--- src/rtl/uart_tx_frame_ctrl_pkg.sv ---
// -----------------------------------------------------------------------------
// uart_tx_frame_ctrl_pkg
// Shared definitions for the UART transmitter:
//   - frame-sequencer state encoding (3-bit)
//   - serial line levels (idle, start, stop)
//   - parity type constants, shared with the external parity calculator
//   - small helpers for parity and counter sizing
// -----------------------------------------------------------------------------
package uart_tx_frame_ctrl_pkg;

  // Frame sequencer states. The values are fixed so the encoding stays stable
  // across the transmitter files.
  typedef enum logic [2:0] {
    ST_IDLE   = 3'd0,
    ST_START  = 3'd1,
    ST_DATA   = 3'd2,
    ST_PARITY = 3'd3,
    ST_STOP   = 3'd4
  } tx_state_e;

  // Serial line levels
  localparam logic IDLE_LEVEL = 1'b1;
  localparam logic START_BIT  = 1'b0;
  localparam logic STOP_BIT   = 1'b1;

  // Parity type selection used by the parity calculator
  localparam logic EVEN = 1'b0;
  localparam logic ODD  = 1'b1;

  // Parity bit from the XOR-reduction of a word and the parity type.
  // Even parity: the bit makes the total number of ones even.
  function automatic logic parity_bit(input logic data_xor, input logic par_type);
    return data_xor ^ par_type;
  endfunction

  // Bit-counter width for a WIDTH-bit word, never below one bit.
  function automatic int unsigned cnt_width(input int unsigned width);
    return (width > 32'd1) ? $clog2(width) : 32'd1;
  endfunction

endpackage

--- src/rtl/uart_tx_frame_ctrl_if.sv ---
// -----------------------------------------------------------------------------
// uart_tx_frame_ctrl_if
// Signal bundle between the upstream register/FIFO logic, the external parity
// calculator and the frame controller.
//   P_DATA     : parallel data word (upstream -> controller, parity calc)
//   DATA_VALID : single-cycle transmit request (upstream -> controller)
//   PAR_EN     : parity enable for the requested frame (upstream -> controller)
//   PAR_BIT    : registered parity (parity calc -> controller)
//   PAR_FLAG   : parity compute request (controller -> parity calc)
//   TX_OUT     : serial line (controller -> pad)
//   BUSY       : frame in progress (controller -> upstream)
// Modports: master (upstream side), slave (frame controller), parity (calc).
// -----------------------------------------------------------------------------
interface uart_tx_frame_ctrl_if #(
  parameter int WIDTH = 8
);

  logic [WIDTH-1:0] P_DATA;
  logic             DATA_VALID;
  logic             PAR_EN;
  logic             PAR_BIT;
  logic             PAR_FLAG;
  logic             TX_OUT;
  logic             BUSY;

  modport master (
    output P_DATA,
    output DATA_VALID,
    output PAR_EN,
    input  PAR_FLAG,
    input  TX_OUT,
    input  BUSY
  );

  modport slave (
    input  P_DATA,
    input  DATA_VALID,
    input  PAR_EN,
    input  PAR_BIT,
    output PAR_FLAG,
    output TX_OUT,
    output BUSY
  );

  modport parity (
    input  P_DATA,
    input  DATA_VALID,
    input  PAR_FLAG,
    output PAR_BIT
  );

endinterface

--- src/rtl/uart_tx_frame_ctrl_serializer.sv ---
// -----------------------------------------------------------------------------
// uart_tx_frame_ctrl_serializer
// Shift register plus bit counter for the data phase of a frame.
//   clk, rst_n : clock and asynchronous active-low reset
//   load       : capture load_data and clear the counter
//   shift_en   : shift right one bit (LSB leaves first) and count
//   load_data  : parallel word to serialize
//   bit_out    : current data bit (shift register LSB)
//   done       : counter is on the last bit of the word
// WIDTH must be at least 2.
// -----------------------------------------------------------------------------
module uart_tx_frame_ctrl_serializer
  import uart_tx_frame_ctrl_pkg::*;
#(
  parameter int WIDTH = 8
) (
  input  logic             clk,
  input  logic             rst_n,
  input  logic             load,
  input  logic             shift_en,
  input  logic [WIDTH-1:0] load_data,
  output logic             bit_out,
  output logic             done
);

  localparam int CNT_W = int'(cnt_width(WIDTH));

  logic [WIDTH-1:0] shift_q, shift_d;
  logic [CNT_W-1:0] cnt_q, cnt_d;
  logic             done_s;

  assign done_s  = (cnt_q == CNT_W'(WIDTH - 1));
  assign done    = done_s;
  assign bit_out = shift_q[0];

  // Next shift-register and counter values
  always_comb begin
    shift_d = shift_q;
    cnt_d   = cnt_q;
    if (load) begin
      shift_d = load_data;
      cnt_d   = {CNT_W{1'b0}};
    end else if (shift_en) begin
      shift_d = {1'b0, shift_q[WIDTH-1:1]};
      // Saturate on the last bit so the counter never leaves 0..WIDTH-1
      if (!done_s) begin
        cnt_d = cnt_q + CNT_W'(1'b1);
      end else begin
        cnt_d = cnt_q;
      end
    end else begin
      shift_d = shift_q;
      cnt_d   = cnt_q;
    end
  end

  // Shift-register and counter flops
  always_ff @(posedge clk or negedge rst_n) begin
    if (!rst_n) begin
      shift_q <= {WIDTH{1'b0}};
      cnt_q   <= {CNT_W{1'b0}};
    end else begin
      shift_q <= shift_d;
      cnt_q   <= cnt_d;
    end
  end

endmodule

--- src/rtl/uart_tx_frame_ctrl.sv ---
// -----------------------------------------------------------------------------
// uart_tx_frame_ctrl
// UART transmit framing controller. Accepts a parallel word and sends
// start bit, WIDTH data bits (LSB first), optional parity bit and stop bit,
// one bit per CLK cycle.
//   CLK : transmitter clock, one cycle per serial bit
//   RST : asynchronous active-low reset
//   bus : uart_tx_frame_ctrl_if.slave
//         in  P_DATA, DATA_VALID, PAR_EN, PAR_BIT
//         out PAR_FLAG, TX_OUT, BUSY
// A request is taken only in IDLE; requests during a frame are ignored.
// -----------------------------------------------------------------------------
module uart_tx_frame_ctrl
  import uart_tx_frame_ctrl_pkg::*;
#(
  parameter int WIDTH = 8
) (
  input  logic                  CLK,
  input  logic                  RST,
  uart_tx_frame_ctrl_if.slave   bus
);

  tx_state_e state_q, state_d;
  logic      par_en_q, par_en_d;

  logic      load_s;
  logic      shift_en_s;
  logic      ser_bit_s;
  logic      ser_done_s;
  logic      tx_s;
  logic      busy_s;
  logic      par_flag_s;

  uart_tx_frame_ctrl_serializer #(
    .WIDTH (WIDTH)
  ) u_serializer (
    .clk       (CLK),
    .rst_n     (RST),
    .load      (load_s),
    .shift_en  (shift_en_s),
    .load_data (bus.P_DATA),
    .bit_out   (ser_bit_s),
    .done      (ser_done_s)
  );

  // State and captured parity-enable flops
  always_ff @(posedge CLK or negedge RST) begin
    if (!RST) begin
      state_q  <= ST_IDLE;
      par_en_q <= 1'b0;
    end else begin
      state_q  <= state_d;
      par_en_q <= par_en_d;
    end
  end

  // Next-state logic
  always_comb begin
    state_d = state_q;
    case (state_q)
      ST_IDLE: begin
        if (bus.DATA_VALID) begin
          state_d = ST_START;
        end else begin
          state_d = ST_IDLE;
        end
      end
      ST_START: state_d = ST_DATA;
      ST_DATA: begin
        if (ser_done_s) begin
          if (par_en_q) begin
            state_d = ST_PARITY;
          end else begin
            state_d = ST_STOP;
          end
        end else begin
          state_d = ST_DATA;
        end
      end
      ST_PARITY: state_d = ST_STOP;
      ST_STOP:   state_d = ST_IDLE;
      default:   state_d = ST_IDLE;
    endcase
  end

  // Parity enable is frozen at acceptance for the whole frame
  always_comb begin
    par_en_d = par_en_q;
    if (load_s) begin
      par_en_d = bus.PAR_EN;
    end else begin
      par_en_d = par_en_q;
    end
  end

  // Output decode of the registered state
  always_comb begin
    tx_s       = IDLE_LEVEL;
    busy_s     = 1'b1;
    par_flag_s = 1'b0;
    load_s     = 1'b0;
    shift_en_s = 1'b0;
    case (state_q)
      ST_IDLE: begin
        busy_s = 1'b0;
        load_s = bus.DATA_VALID;
      end
      ST_START: tx_s = START_BIT;
      ST_DATA: begin
        tx_s       = ser_bit_s;
        shift_en_s = 1'b1;
        // Parity calculator registers PAR_BIT on the edge ending the last
        // data bit, so it is stable throughout the parity slot.
        par_flag_s = ser_done_s & par_en_q;
      end
      ST_PARITY: tx_s = bus.PAR_BIT;
      ST_STOP:   tx_s = STOP_BIT;
      default: begin
        tx_s   = IDLE_LEVEL;
        busy_s = 1'b0;
      end
    endcase
  end

  assign bus.TX_OUT   = tx_s;
  assign bus.BUSY     = busy_s;
  assign bus.PAR_FLAG = par_flag_s;

endmodule

--- src/flat_wrapper.sv ---
// flat-port wrapper written by rule: the top's interface ports become plain ports
module uart_tx_frame_ctrl_flat import uart_tx_frame_ctrl_pkg::*;
#(
  parameter int WIDTH = 8
)
  (CLK, RST, bus_P_DATA, bus_DATA_VALID, bus_PAR_EN, bus_PAR_BIT, bus_PAR_FLAG, bus_TX_OUT, bus_BUSY);
  uart_tx_frame_ctrl_if #(.WIDTH(WIDTH)) bus_i ();
  input  logic CLK;
  input  logic RST;
  input wire logic [$bits(bus_i.P_DATA)-1:0] bus_P_DATA;
  input wire logic [$bits(bus_i.DATA_VALID)-1:0] bus_DATA_VALID;
  input wire logic [$bits(bus_i.PAR_EN)-1:0] bus_PAR_EN;
  input wire logic [$bits(bus_i.PAR_BIT)-1:0] bus_PAR_BIT;
  output wire logic [$bits(bus_i.PAR_FLAG)-1:0] bus_PAR_FLAG;
  output wire logic [$bits(bus_i.TX_OUT)-1:0] bus_TX_OUT;
  output wire logic [$bits(bus_i.BUSY)-1:0] bus_BUSY;
  assign bus_i.P_DATA = bus_P_DATA;
  assign bus_i.DATA_VALID = bus_DATA_VALID;
  assign bus_i.PAR_EN = bus_PAR_EN;
  assign bus_i.PAR_BIT = bus_PAR_BIT;
  assign bus_PAR_FLAG = bus_i.PAR_FLAG;
  assign bus_TX_OUT = bus_i.TX_OUT;
  assign bus_BUSY = bus_i.BUSY;
  uart_tx_frame_ctrl #(.WIDTH(WIDTH)) u_core (.CLK(CLK), .RST(RST), .bus(bus_i));
endmodule
--- config.mk ---
export PLATFORM = sky130hd
export DESIGN_NAME = uart_tx_frame_ctrl_flat
export DESIGN_NICKNAME = d
export VERILOG_FILES = /design/src/rtl/uart_tx_frame_ctrl_pkg.sv /design/src/rtl/uart_tx_frame_ctrl_if.sv /design/src/rtl/uart_tx_frame_ctrl_serializer.sv /design/src/rtl/uart_tx_frame_ctrl.sv /design/src/flat_wrapper.sv
export SDC_FILE = /design/constraint.sdc
export NUM_CORES = 1
export LEC_CHECK = 0
export ABC_AREA = 0
export CORE_MARGIN = 2
export CORE_UTILIZATION = 44
export DETAILED_ROUTE_END_ITERATION = 6
export GPL_TIMING_DRIVEN = 0
export PLACE_DENSITY = 0.72
export SETUP_SLACK_MARGIN = 0.4
export SYNTH_ARGS = -nofsm -noshare
export SYNTH_HDL_FRONTEND = slang
export SYNTH_SLANG_ARGS = --single-unit
--- constraint.sdc ---
create_clock -name CLK -period 1.4 [get_ports CLK]
set_input_delay 0.21 -clock CLK [delete_from_list [all_inputs] [get_ports CLK]]
set_output_delay 0.21 -clock CLK [all_outputs]
set_load 0.01 [all_outputs]
* Word level (Yosys, flattened, before mapping)
Cells that the tools add are included. Widths: inputs -> output; s select.
Word-level totals: flip-flop bits (word level) 15, bits of input ports 13
Operators by class: add/sub/neg operators 1, bitwise logic cells 1, equal/unequal tests 6, multiplexer cells 14, reductions and logical operators 4
Operators by type and width (count):
- $mux 8 | 2
- $mux 3 | 5
- $pmux 3 s4 | 1
- $eq 3x2->1 const B | 2
- $eq 3x3->1 const B | 2
- $mux 1 | 5
- $reduce_or 4->1 | 1
- $add 3x1->3 const B | 1
- $eq 3x1->1 const B | 1
- $logic_not 3->1 | 1
- $pmux 1 s3 | 1
- $ne 2x1->1 const B | 1
- $reduce_and 2->1 | 1
- $reduce_bool 2->1 | 1
- $and 1x1->1 | 1

* Depth between registers and ports, before layout
Gate-level depths: netlist of the first run.
depth in word-level cells 4, gate-level depth with buffers 5, gate-level depth less buffers 5

* Hierarchy
A second synthesis of the first run with hierarchy kept.
Second synthesis, totals: cells, all modules 70, area total of the unflattened synthesis 775.7 sq um
Modules (own cells, without submodules):
- uart_tx_frame_ctrl_serializer | area each 530.5 sq um, cells an instance 47, times used 1
- uart_tx_frame_ctrl | area each 245.2 sq um, cells an instance 23, times used 1

* Worst setup path before layout of the first run
OpenSTA, ideal clock, no wires.
kind register to register, from register u_core.u_serializer.cnt_q[0], to register u_core.u_serializer.cnt_q[0], required time 1.281 ns, period minus slack after synthesis 1.442 ns, slack -0.042 ns, setup time 0.119 ns, stages on the path, launching flop included 6, data arrival time 1.323 ns, cells stage by stage dfrtp_1 > ha_1 > ha_1 > nor4b_4 > xnor2_1 > nor2_1
Between the ends: word-level cells in the longest chain between the ends 4, elaborated cells on any way between the ends 7
Ends and longest elaborated chain:
- from (decl) | line uart_tx_frame_ctrl_serializer.sv:29 | logic [CNT_W-1:0] cnt_q, cnt_d;
- from (signal assigned) | line uart_tx_frame_ctrl_serializer.sv:61 | cnt_q <= {CNT_W{1'b0}};
- from (signal assigned) | line uart_tx_frame_ctrl_serializer.sv:64 | cnt_q <= cnt_d;
- $add 3x1->3 | line uart_tx_frame_ctrl_serializer.sv:47 | cnt_d = cnt_q + CNT_W'(1'b1);
- $mux 3 | line uart_tx_frame_ctrl_serializer.sv:46 | if (!done_s) begin
- $mux 3 | line uart_tx_frame_ctrl_serializer.sv:43 | end else if (shift_en) begin
- $mux 3 | line uart_tx_frame_ctrl_serializer.sv:40 | if (load) begin
Several ways; a longest one is shown, not always the timed one. The select of a mux whose other input is x is not followed. A chain may end at the register's enable or synchronous reset.

* Worst setup path in the final report of the first run
from register u_core.state_q[0], to output port bus_TX_OUT
Between the ends: word-level cells in the longest chain between the ends 2, elaborated cells on any way between the ends 4
Ends and longest elaborated chain:
- from (decl) | line uart_tx_frame_ctrl.sv:23 | tx_state_e state_q, state_d;
- from (signal assigned) | line uart_tx_frame_ctrl.sv:52 | state_q <= state_d;
- $eq 3x2->1 / $eq 3x1->1 (equally long branches) | line uart_tx_frame_ctrl.sv:103 | case (state_q)
- $pmux 1 s3 * | line uart_tx_frame_ctrl.sv:103
- to (decl) | line flat_wrapper.sv:15 | output wire logic [$bits(bus_i.TX_OUT)-1:0] bus_TX_OUT;
Every way passes the cells marked *; elsewhere a longest branch is shown, timed or not.

==> impl_results.md, run 1 <==
* Hold Crit Class: in2async
* Power density over cell area at 2060 nW/µm²
* Syn avg cell area at 10.2 µm²
* Crit end category: primary output
* GRT overflow at 0
* Flops & latches, synth at 15
* Total iterations of the first detailed-routing run at 4
* Yosys top cell area share at 45.5%
* Vias in the first global route at 658
* Ratio of final minimum period to clock period at 113%
* Share of layout cells above drive strength 1 at 57.7%
* N_diodes at 0
* Max Fclk at 630 MHz
* RR Endpoint: u_core.u_serializer.shift_q[1]
* CTS root buffer: clkbuf_4
* Leakage power at 0.604 nW
* Mapped Nets at 96
* Drt total wl at 2.21 mm
* Area occupied by multi-input gates at 526 µm²
* DRC Markers at 0
* CP cell instances: buf_6 -> nor3b_2 -> a21oi_1 -> or2_4 -> buf_6
* R2r startpoint: u_core.state_q[2]
* First-pass GRT wire length at 2.91 mm
* Post-route ant nets at 0
* VDD IR max at 1.23 mV
* Htree depth at 1
* Starting density of the core at 47.3%
* Seq/Total Area, Yosys at 45.5%
* Synth cell types at 25
* Reg2reg setup slack at -0.10 ns
* Post-Synth XOR/XNOR Area at 2.12%
* CP dominant cell by count: buf_6
* DIE WIDTH at 47.3 µm
* GP Congestion at around 0.7
* Compound-Gate Fraction of Synth Area at 14.2%
* Net Sw Frac at roughly two fifths
* Synth area leader: dfrtp_1
* Post-synthesis simple-gate area fraction at between 20% and 30%
* Die H at 47.3 µm
* Crit Path Category: reg2out
* Core area at 1750 µm²
* Post-DR wirelength/cell at 14.9 µm
* Num rows at 15
* HPWL Detailed at 1.13 mm
* Clk pwr share at 8.7%
* Reg clk slew, reported paths at 0.09 ns
* TritonCTS clock tree: yes
* Most instantiated cells after synthesis: a21oi_1, dfrtp_1, nand2_1, nor2_2
* Sink Count at 15
* CP required at 1.19 ns
* Clock Skews at 0.00742 ns
* Post-Syn Area at about 830 µm²
* Slew Limit Fails at 0
* DR vias at 745
* Area delta synth->final at 67.3%
* Ys flop type: dfrtp_1
* RSZ-0062 raised after global routing: true
* Synth warn at 0
* Top cells by area, synth: dfrtp_1, a21oi_1, nand2_1, nor4b_4, nor2_2
* Max-capacitance violation count at 0
* Internal power at 1.71 mW
* I/O Pins at 16
* Worst path slowest cell: dfrtp_1
* Gr usage total at 19.1%
* Status: finished, violations left
* Post-route cell area at 1380 µm²
* FILL cells at 112
* Layout net count at 139
* Max_slew headroom at 55.2%
* Max incr delay on CP at roughly 0.40 ns
* Largest net degree at the start of global routing at 16
* Critical Path Start: u_core.state_q[0]
* Fraction of registers with async set/reset at 100%
* Violation count after the first detailed-route iteration at 10
* CP Data Arrival Time at 1.38 ns
* Num CTS Buffers at 3
* Worst setup margin at -0.188 ns
* Combinational share of power at around 63%
* Pre-CTS setup slack at -0.467 ns
* Later-pin clock latency in the skew report at 0.28 ns
* Hold_buf cts at 0
* Largest family of logic cells by synthesized area: simple AND/OR/NAND/NOR gates
* Critical Path Sink: bus_TX_OUT
* Cells after synthesis at 81
* Setup TNS at -1.20 ns
* Post-synth EDFFs at 0
* Adder-cell share of the synthesized area at 3.03%
* # port buffers at 15
* Failing checks: setup timing
* Endpoints failing hold at 0
* Worst Max-Slew Pin Slew at around 0.67 ns
* Vias/cell at 5.03
* Clk buf depth at 2
* Cell depth of the worst flop-to-flop path at 5
* Register share of total power at approximately 28%
* Mux cell area share after synthesis at 0%
* Min Tclk post-route at ~1.6 ns
* Initial antenna violation count at 0
* Worst Path Max Fanout at 5
* Register Area at 377 µm²
* Net Sw Power at 1.13 mW
* Final setup vio count at 15
* Die ar. at 2240 µm²
* Worst setup SP type: register
* Placed cell area at 1040 µm²
## power by group through the flow
stage                     clock network [mW]  registers (mW)  logic (mW)
final                                  0.246           0.803        1.79
after global routing                   0.267           0.822        1.92
after CTS                              0.252           0.772        1.36
after detailed placement                   0           0.806        1.10
after global placement                     0           0.791        1.07
after floorplan                            0           0.765       0.841
## critical path: cells and delay by family, from the launching register on
| kind | cells | cell delay (ns) |
|---|---|---|
| compound gates | 1 | 0.06 |
| simple gates | 2 | 0.38 |
| buf+inv | 2 | 0.26 |
| flops | 1 | 0.40 |
## cells by family (layout without fill, tap and decap cells)
group,count (synthesis),after routing
buffers and inverters,7,49
DFF,15,15
and+or+nand+nor,34,34
AOI/OAI and AO/OA,21,21
xor gates and xnor gates,2,2
adders and majority gates,2,2
## placed cells by master (no fill, tap or decap), types with 2 or more instances in the layout
cell type,Yosys,final
nand2_2,0,4
nor2_4,0,5
a21oi_1,15,8
clkbuf_4,0,3
dfrtp_1,15,14
buf_4,3,14
a21oi_2,0,6
clkdlybuf4s50_1,0,12
inv_1,2,2
nand3_2,3,3
a22oi_2,0,2
nand2_1,14,10
o21ai_2,1,3
nor4b_4,2,2
xnor2_1,2,2
buf_6,2,15
## area by class of cell
cell class / instances / area share, %
inverters: 2 / 0.543
plain buffers: 5 / 4.35
repair buffers: 38 / 25.6
clock buffers: 4 / 1.90
flip-flops and latches: 15 / 27.3
multi-input cells: 59 / 38.0
well taps: 25 / 2.26
## layer usage
metal	track usage, %	share of wire (%)	up-vias
met5	0	0	-
met4	8.33	1.5	0
met3	2.31	3.1	5
met2	31.4	53	17
met1	25.1	43	357
li1	-	-	366
## state kept, by name, summed over array words and instances, names as in the netlist
register,cells
u_core.par_en_q,1
u_core.state_q,3
u_core.u_serializer.cnt_q,3
u_core.u_serializer.shift_q,8
## how the worst min path moves through the flow
stage | from | to | cells past startpoint
after detailed placement | u_core.u_serializer.shift_q[6] | u_core.u_serializer.shift_q[5] | 2
after global routing | RST | u_core.u_serializer.shift_q[6] | 1
after CTS | RST | u_core.u_serializer.shift_q[6] | 1
after global placement | u_core.u_serializer.shift_q[4] | u_core.u_serializer.shift_q[3] | 2
after floorplan | RST | u_core.par_en_q | 0
final | RST | u_core.u_serializer.shift_q[6] | 1
## metrics by stage
stage / hold slack (ns) / power, mW / cells / util [%]
after floorplan: -0.0856 / 1.61 / 81 / -
after global placement: 0.482 / 1.86 / 121 / 59.6
after detailed placement: 0.495 / 1.91 / 121 / 59.6
after CTS: 0.350 / 2.39 / 136 / 67.2
after global routing: 0.404 / 3.01 / 148 / 79.1
final: 0.326 / 2.84 / 148 / 79.1
## repair_timing
action	in CTS	in global routing
resized for setup	23	34
setup endpoints to repair	18	18
setup buffers	10	11
cloned	1	1
pin swaps	5	15
Note: power is estimated with default switching activity, not from simulation.
==> inputs of run 2 (changes only) <==
Settings changed: CORE_UTILIZATION 44 to 46.
Clock period 1.4 ns to 1.5 ns, I/O delays scaled along.
==> run 2 against run 1 <==
First-iteration DRC count stayed put. The flow still finishes with violations (setup timing). Sequential power is 5.1% lower. Non-clock buffer count fell by 7. Via count fell by 3.1%. Clock skew hardly changed. Critical endpoint unchanged. Register-to-register slack gained 0.11 ns.
==> impl_results.md, run 2 (synthesis results as in run 1) <==
* Endpoints failing hold at 0
* Drt total wl at 1.99 mm
* Final setup vio count at 3
* Fin util at 75.9%
* Post-DR wirelength/cell at roughly 14 µm
* Worst Max-Slew Pin Slew at 0.698 ns
* DR vias at 722
* HPWL Detailed at 1.11 mm
* CP required at 1.27 ns
* Failing checks: setup timing
* Clk buf depth at 2
* # port buffers at 15
* Hold Crit Class: in2async
* Crit Path Category: reg2out
* Commonest cells after routing, fill and taps aside: dfrtp_1, buf_6, nand2_1, clkdlybuf4s50_1, buf_4
* RSZ-0062 raised after global routing: true
* Area delta synth->final at 57.0%
* CP cell instances: buf_6 -> nor3b_2 -> a21oi_1 -> or2_4 -> buf_6
* Clock Skews at 0.00726 ns
* First-pass GRT wire length at between 2 and 3 mm
* Worst hold slack at approximately 0.34 ns
* Die ar. at 2150 µm²
* Starting density of the core at 48.4%
* TritonCTS clock tree: yes
* Violation count after the first detailed-route iteration at 10
* VDD IR max at 1.17 mV
* Crit end category: primary output
* Min Tclk post-route at about 1.6 ns
* Max incr delay on CP at between 0.3 and 0.4 ns
* Worst path slowest cell: dfrtp_1
* Initial antenna violation count at 0
* Vias in the first global route at 636
* Largest net degree at the start of global routing at 16
* DIE WIDTH at 46.4 µm
* Commonest non-fill, non-tap cell in the layout: dfrtp_1
* Vias/cell at 5.12
* Largest registers: u_core.u_serializer.shift_q x8, u_core.state_q x3, u_core.u_serializer.cnt_q x3
* Leakage power at approximately 0.56 nW
* Slew Limit Fails at 0
* Reg2reg setup slack at 0.01 ns
* Num CTS Buffers at 3
* GRT overflow at 0
* Ratio of final minimum period to clock period at 106%
* Reg clk slew, reported paths at 0.09 ns
* Status: finished, violations left
* I/O Pins at 16
* Gr usage total at 19.9%
* Share of layout cells above drive strength 1 at 54.3%
* Max Fclk at roughly 630 MHz
* CTS root buffer: clkbuf_4
* Worst Path Max Fanout at 5
* Placed Cells at between 100 and 150
* Power density over cell area at 1910 nW/µm²
* Core area at 1710 µm²
* Cell depth of the worst flop-to-flop path at 6
* DRC Markers at 0
* Worst setup SP type: register
* N_diodes at 0
* Layout net count at about 130
* Num rows at 15
* Hold_buf cts at 0
* Max_slew headroom at 53.3%
* Largest register FFs at 8
* RR Endpoint: u_core.u_serializer.cnt_q[0]
* Fin cells at 141
* Htree depth at 1
* CP Data Arrival Time at approximately 1.4 ns
* Total iterations of the first detailed-routing run at 4
* Worst setup margin at -0.0828 ns
* Max-capacitance violation count at 0
* Post-route ant nets at 0
* Top reg by flops: u_core.u_serializer.shift_q
* Sink Count at 15
* CP dominant cell by count: buf_6
* GP Congestion at 0.647
* Die H at 46.4 µm
* Later-pin clock latency in the skew report at 0.29 ns
* R2r startpoint: u_core.u_serializer.cnt_q[1]
[run 2: cell types whose count changed in the layout (fill, tap and decap cells not counted), sizes merged]
cell / previous run / this run
buf: 31 / 24
[run 2: cell type report]
class	count	area (µm²)
clock buffers	4	26.3
well taps	25	31.3
plain buffers	5	56.3
fillers	109	412
repair buffers	31	287
multi-input cells	59	512
inverters	2	7.51
flip-flops and latches	15	377
[run 2: worst max-delay path by stage]
stage	start	endpoint	slack, ns	cells past startpoint
floorplan	u_core.state_q[2]	u_core.u_serializer.shift_q[0]	0.15	5
global placement	u_core.state_q[0]	bus_PAR_FLAG	-0.36	4
detailed placement	u_core.state_q[0]	bus_PAR_FLAG	-0.37	4
CTS	u_core.state_q[0]	bus_TX_OUT	-0.08	5
global route	u_core.state_q[0]	bus_TX_OUT	-0.13	5
finish	u_core.state_q[0]	bus_TX_OUT	-0.08	5
[run 2: worst max-delay path, delay by kind of cell, from the launching register on]
family	cells	cell delay (ns)
buffers and inverters	2	0.26
AND/OR/NAND/NOR	2	0.36
AO/OA/AOI/OAI	1	0.05
flip-flops	1	0.39
[run 2: timing repair]
item,4_1_cts,5_1_grt
pin swaps,11,10
gates cloned,1,1
setup endpoints to repair,18,18
gates resized for setup,24,22
buffers inserted,11,3
[run 2: stage by stage]
step	total power, mW	TNS (ns)	cell area [µm²]	worst slack (ns)
2_1_floorplan	1.50	0	860	0.150
3_3_place_gp	1.73	-1.04	1040	-0.364
3_5_place_dp	1.78	-1.15	1040	-0.373
4_1_cts	2.17	-0.194	1190	-0.0823
5_1_grt	2.64	-0.508	1300	-0.134
6_report	2.47	-0.182	1300	-0.0828
[run 2: metal layers]
metal,up-vias,routed length [µm],GRT usage [%],share of wire (%)
li1,352,-,-,-
met1,349,847,24.4,43
met2,16,1020,31.1,51
met3,5,73,3.53,3.7
met4,0,48,13.7,2.4
met5,-,0,0,0
[run 2: power by group]
group          internal, mW  leakage, nW  switching, mW
Sequential            0.596        0.185          0.166
Combinational         0.785        0.362          0.685
Clock                 0.104       0.0150          0.137
